`config.mk`:
```
export PLATFORM = sky130hd
export DESIGN_NAME = fifo_ctrl_dp
export DESIGN_NICKNAME = d
export VERILOG_FILES = /design/src/rtl/fifo_ctrl_dp.sv
export SDC_FILE = /design/constraint.sdc
export NUM_CORES = 1
export LEC_CHECK = 0
export CORE_ASPECT_RATIO = 1.2
export CORE_MARGIN = 1
export CORE_UTILIZATION = 42
export CTS_BUF_LIST = sky130_fd_sc_hd__clkbuf_16
export DETAILED_ROUTE_END_ITERATION = 16
export GPL_ROUTABILITY_DRIVEN = 0
export PLACE_DENSITY = 0.79
export SLEW_MARGIN = 20
export SYNTH_ARGS = -nofsm -noshare
export SYNTH_HDL_FRONTEND = slang
export SYNTH_SLANG_ARGS = --single-unit
```
`constraint.sdc`:
```
create_clock -name clk -period 4.8 [get_ports clk]
set_input_delay 0.96 -clock clk [delete_from_list [all_inputs] [get_ports clk]]
set_output_delay 0.96 -clock clk [all_outputs]
set_load 0.005 [all_outputs]
```
`src/rtl/fifo_ctrl_dp.sv`:
```
// fifo_ctrl_dp: sequences a two-port RAM as a synchronous FIFO.
// Port A is the write port, port B is the read port.
// Optional macro FIFO_STICKY_ERR_EN: error flags latch until reset instead of pulsing.
module fifo_ctrl_dp #(
  parameter int unsigned AW        = 3,
  parameter int unsigned DW        = 4,
  parameter int unsigned AF_THRESH = 6,
  parameter int unsigned AE_THRESH = 2
) (
  input  logic          clk,
  input  logic          reset_L,
  input  logic          push,
  input  logic [DW-1:0] data_in,
  input  logic          pop,
  output logic [DW-1:0] data_out,
  output logic          valid_out,
  output logic          full,
  output logic          empty,
  output logic          almost_full,
  output logic          almost_empty,
  output logic [AW:0]   fifo_count,
  output logic          err_overflow,
  output logic          err_underflow,
  output logic [AW-1:0] mem_addr_a,
  output logic          mem_rw_a,
  output logic [DW-1:0] mem_data_a,
  output logic [AW-1:0] mem_addr_b,
  output logic          mem_rw_b,
  input  logic [DW-1:0] mem_data_b
);

  localparam logic [AW:0] DEPTH_LVL = (AW+1)'(1 << AW);
  localparam logic [AW:0] AF_LVL    = (AW+1)'(AF_THRESH);
  localparam logic [AW:0] AE_LVL    = (AW+1)'(AE_THRESH);

  typedef enum logic [1:0] {ST_EMPTY, ST_ACTIVE, ST_FULL} state_t;

  state_t        state, state_nxt;
  logic [AW-1:0] wr_ptr, rd_ptr;
  logic [AW:0]   count, count_nxt;
  logic          push_ok, pop_ok;
  logic          ovf_req, udf_req;

  // Request acceptance; a push into a full FIFO is allowed only alongside a pop.
  always_comb begin
    pop_ok    = pop & ~empty;
    push_ok   = push & (~full | pop_ok);
    ovf_req   = push & full & ~pop_ok;
    udf_req   = pop & empty;
    count_nxt = count + {{AW{1'b0}}, push_ok} - {{AW{1'b0}}, pop_ok};
  end

  // Level state register, kept in step with the occupancy count.
  always_ff @(posedge clk or negedge reset_L) begin
    if (!reset_L) state <= ST_EMPTY;
    else          state <= state_nxt;
  end

  // Next level state follows the next occupancy value.
  always_comb begin
    state_nxt = ST_ACTIVE;
    if (count_nxt == '0)            state_nxt = ST_EMPTY;
    else if (count_nxt == DEPTH_LVL) state_nxt = ST_FULL;
  end

  // Status outputs decoded from the level state and the count register.
  always_comb begin
    empty        = (state == ST_EMPTY);
    full         = (state == ST_FULL);
    almost_full  = (count >= AF_LVL);
    almost_empty = (count <= AE_LVL);
    fifo_count   = count;
  end

  // Pointers, occupancy and read-valid pipeline.
  always_ff @(posedge clk or negedge reset_L) begin
    if (!reset_L) begin
      wr_ptr    <= '0;
      rd_ptr    <= '0;
      count     <= '0;
      valid_out <= 1'b0;
    end else begin
      if (push_ok) wr_ptr <= wr_ptr + AW'(1);
      if (pop_ok)  rd_ptr <= rd_ptr + AW'(1);
      count     <= count_nxt;
      valid_out <= pop_ok;
    end
  end

  // Error flags: one-cycle pulse per rejected request, or latched until reset.
  always_ff @(posedge clk or negedge reset_L) begin
    if (!reset_L) begin
      err_overflow  <= 1'b0;
      err_underflow <= 1'b0;
    end else begin
`ifdef FIFO_STICKY_ERR_EN
      err_overflow  <= err_overflow  | ovf_req;
      err_underflow <= err_underflow | udf_req;
`else
      err_overflow  <= ovf_req;
      err_underflow <= udf_req;
`endif
    end
  end

  // RAM port wiring; port B reads every cycle, its registered word is the FIFO output.
  always_comb begin
    mem_addr_a = wr_ptr;
    mem_rw_a   = push_ok;
    mem_data_a = data_in;
    mem_addr_b = rd_ptr;
    mem_rw_b   = 1'b0;
    data_out   = mem_data_b;
  end

endmodule

```
After elaboration in Yosys (flattened, before gate mapping)
Cells that the tools add are included.

storage, ports and cells
  flip-flop bits (word level) = 15
  input port bits = 12
  output and inout bits = 27
  logic and storage cells = 28

operators by class
  $add $sub $neg = 4
  order comparisons = 2
  eq/ne operators = 2
  muxes and demuxes = 2
  bitwise logic cells = 9
  reductions and logical operators = 2

operator list
  operator                                                               count
  3-bit by 1-bit adder with 3-bit output, second input constant          2
  1-bit AND                                                              5
  4-bit by 1-bit adder with 4-bit output                                 1
  4-bit == test, second input constant                                   1
  4-bit by 3-bit >= comparator with 1-bit output, second input constant  1
  4-bit by 2-bit <= comparator with 1-bit output, second input constant  1
  4-bit logical NOT                                                      1
  2-bit two-way mux                                                      2
  4-bit by 1-bit subtractor with 4-bit output                            1
  1-bit NOT                                                              3
  2-bit == test, second input constant                                   1
  2-bit logical NOT                                                      1
  1-bit OR                                                               1

Depth between registers and ports, before layout
  depth after elaboration = 10
  mapped depth = 10
  gate-level depth less buffers = 10

Worst setup path before layout
Ideal clock, no wire load.

  path type = in2reg
  from = in pop
  to = reg state[1]
  setup time = 0.077 ns
  data arrival time = 2.547 ns
  required time = 4.723 ns
  setup slack = 2.176 ns
  stages = 9
  path buffers = 0
  cells stage by stage = o21ai_1 -> inv_1 -> o21ai_0 -> ha_1 -> inv_1 -> fa_1 -> inv_1 -> or3_4 -> a21oi_1

between the ends
  longest elaborated chain between the ends = 8
  elaborated cells between the ends (all ways) = 9
  classes of those cells = add/sub (2); eq/ne (1); mux (2); bitwise (3); reduce/logical (1)

RTL lines
  element                                        line  RTL
  start, declared                                14    input logic pop,
  1-bit AND *                                    46    pop_ok = pop & ~empty;
  via pop_ok                                     41    logic push_ok, pop_ok;
  1-bit OR                                       47    push_ok = push & (~full | pop_ok);
  1-bit AND                                      47
  4-bit by 1-bit adder with 4-bit output         50    count_nxt = count + {{AW{1'b0}}, push_ok} - {{AW{1'b0}}, pop_ok};
  4-bit by 1-bit subtractor with 4-bit output *  50
  via count_nxt[1]                               40    logic [AW:0] count, count_nxt;
  4-bit == test                                  63    else if (count_nxt == DEPTH_LVL) state_nxt = ST_FULL;
  2-bit two-way mux                              63
  2-bit two-way mux *                            62    if (count_nxt == '0) state_nxt = ST_EMPTY;
  via state_nxt[1]                               38    state_t state, state_nxt;
  end signal, assigned                           56    else state <= state_nxt;
  end, declared                                  38

Mark *: on every way through the listed nets, which the timed path passes. The rest lies on a longest branch.
A chain may end at the register's enable or synchronous reset.

Final worst setup path
  from = in pop
  to = out mem_rw_a

between the ends
  longest elaborated chain between the ends = 3

RTL lines
  element        line  RTL
  1-bit AND      46
  1-bit OR       47
  1-bit AND      47
  end, declared  25    output logic mem_rw_a,

Every way passes these cells.

==> out/results.ini <==
[outcome]
status=finished clean

[logic_synthesis]
synth_top_family_by_area=simple AND/OR/NAND/NOR gates
synth_area_sq_um=815
synth-edff-count=0
synthAdderAreaFrac_pct=14.7
yosys_warnings=0
synth.area.mux_share_pct=1.38
syn_inst=75
syn_nets=96
synth-main-ff-cell=dfrtp_1
synthArstFlopShare_pct=100
synth_xor_area_share_pct=5.38
synth_cell_types=24
ys_seq_area_share_pct=46.1
syn_area_per_cell_sq_um=10.9
ys_seq_elements=15
synth_compound_area_share_pct=4.61
synth-simple-area-share_pct=15.4

[drt]
drc_errors=0
post_drt_wl_per_cell_um=10.9
first_pass_iters=2
routed_wl_mm=1.20
drtAntennaViolNets=0
num_vias=545
drt_iter0_markers=2
vias_per_cell=4.95

[timing]
hold_viol=0
rsz0062_at_grt=no
period_needed_ns=3.29
period_share_pct=68.6
drv_slew=0
fin_ws_ns=1.51
worst_slew_pin_slew_ns=0.646
setup_tns_ns=0
clock_skew_ns=0.00108
whs_ns=0.470
setup_viol=0
clock.fmax_mhz=304
relSlewSlack_pct=56.8

[floorplanning]
num_io_pins=39
initial_core_util_pct=44.5
fp.dieH_um=50.2
rows=17
core_area_sq_mm=0.00183
dieWidth_um=42.2
die_area_sq_mm=0.00212

[cells_and_area]
layout-drive-gt1-share_pct=9.89
diodes=0
syn_to_final_growth_pct=30.1
final_nets=113
nFillCells=164

[global_route]
grt_max_degree=16
grt_use_total_pct=12.9
grt_pass1_wl_mm=2.01
grt-ovfl-total=0
antenna_found_initial=0
grt_pass1_vias=504

[clocking]
root_buffer=clkbuf_16
clk_latency_ns=0.24
cts-hold-fix-buffers=0
cts_max_level=1
cts_setup_buffers=0
clockBufferDepth=2
post_cts_resized=0
path_clk_slew_ns=0.04
cts_sinks=15
cts_tree=built
cts_buffers=3

[critical_path]
cpPeakStageDelay_ns=0.45
worstPathRequired_ns=3.84
crit_path_start_kind=primary input
criticalPathCategory=primary input to primary output
end_kind=primary output
cp_cell_sequence=clkdlybuf4s50_1 -> nor3b_2 -> nand2b_4 -> inv_1 -> clkdlybuf4s50_1
reg2reg_to=state[1]$_DFF_PN0_
path_max_fanout=4
cpMostUsedCell=clkdlybuf4s50_1
arrival_ns=2.33
rrSetupSlack_ns=2.45
slowest_stage=clkdlybuf4s50_1
r2r-start=state[0]$_DFF_PN0_
reg2regPathDepth=9

[hold_path]
holdPathEnd=mem_addr_b[2]$_DFFE_PN0N_
hp-class=flip-flop to flip-flop
worstHoldStart=mem_addr_b[2]$_DFFE_PN0N_
holdPathStages=1

[power]
p_leak_nw=0.504
power_density_mw_per_mm2=667
total_power_w=0.000707
ir_worst_vdd_v=0.000357

[placed_design]
hpwlAfterDp_um=956
dp_slack_ns=1.47
io_buffers=21

[job]
cap_violations=0

-- layout by cell type, fill, tap and decap left out, types with 2 or more instances in the layout --
master	count
and2_1	2
clkbuf_16	3
clkdlybuf4s50_1	21
dfrtp_1	15
ha_1	8
inv_1	9
nand2_1	9
nor2_1	3
o21ai_0	2
xnor2_1	4
-- flip-flops by register name, indices dropped and copies added, names as in the netlist --
register,cells
fifo_count,4
mem_addr_a,3
mem_addr_b,3
state,2
err_overflow,1
err_underflow,1
valid_out,1
-- layout make-up --
cell class | count | area, sq um | area share [%]
inverter | 8 | 30.0 | 2.83
multi-input combinational | 43 | 342 | 32.2
clock inverter | 1 | 3.75 | 0.354
sequential | 15 | 375 | 35.4
clock buffer | 3 | 75.1 | 7.08
tap | 19 | 23.8 | 2.24
timing repair buffer | 21 | 210 | 19.8
-- synthesized netlist by cell type (2+ instances only) --
library cell / instances / area share [%]
ha_1: 8 / 12
xnor2_1: 4 / 4.3
inv_1: 8 / 3.7
and2_1: 2 / 1.5
o21ai_0: 2 / 1.2
dfrtp_1: 15 / 46
nand2_1: 9 / 4.1
nor2_1: 3 / 1.4
buf_4: 9 / 8.3
-- stage by stage --
stage	std cells	area (sq um)	utilization, %
2_1_floorplan	75	815	-
3_3_place_gp	106	981	53.6
3_5_place_dp	106	981	53.6
4_1_cts	110	1060	57.9
5_1_grt	110	1060	57.9
6_report	110	1060	57.9
-- power by group --
part	total (W)	internal (W)	switching [W]	leakage [nW]
clock	0.000156	0.000110	0.0000457	0.0423
sequential	0.000225	0.000180	0.0000446	0.181
combinational	0.000327	0.000199	0.000127	0.282
-- worst max-delay path, delay by kind of cell --
kind          cells  cell delay (ns)
simple gates      2             0.45
buf+inv           3             0.92
-- worst max path at each step --
stage	from	endpoint	depth (start not counted)
after floorplan	pop	state[1]$_DFF_PN0_	9
after global placement	pop	mem_rw_a	5
after detailed placement	pop	state[1]$_DFF_PN0_	11
after CTS	pop	mem_rw_a	5
after global routing	pop	mem_rw_a	5
final	pop	mem_rw_a	5
-- logic make-up (layout without fill, tap and decap cells) --
group | Yosys count | count (layout)
compound gates | 6 | 6
xor+xnor | 5 | 5
fa+ha+maj | 9 | 9
buf+inv | 17 | 33
flops | 15 | 15
mux | 1 | 1
other cells | 1 | 1
simple gates | 21 | 21
-- routing by layer --
metal  wire, um  track usage [%]  up-vias
met5          0                0        -
met4         34             10.9        0
met3         94             3.24        8
met2        569             21.0       21
met1        505             13.8      256
li1           -                -      260
No activity file was read; power rests on OpenSTA's default activity.
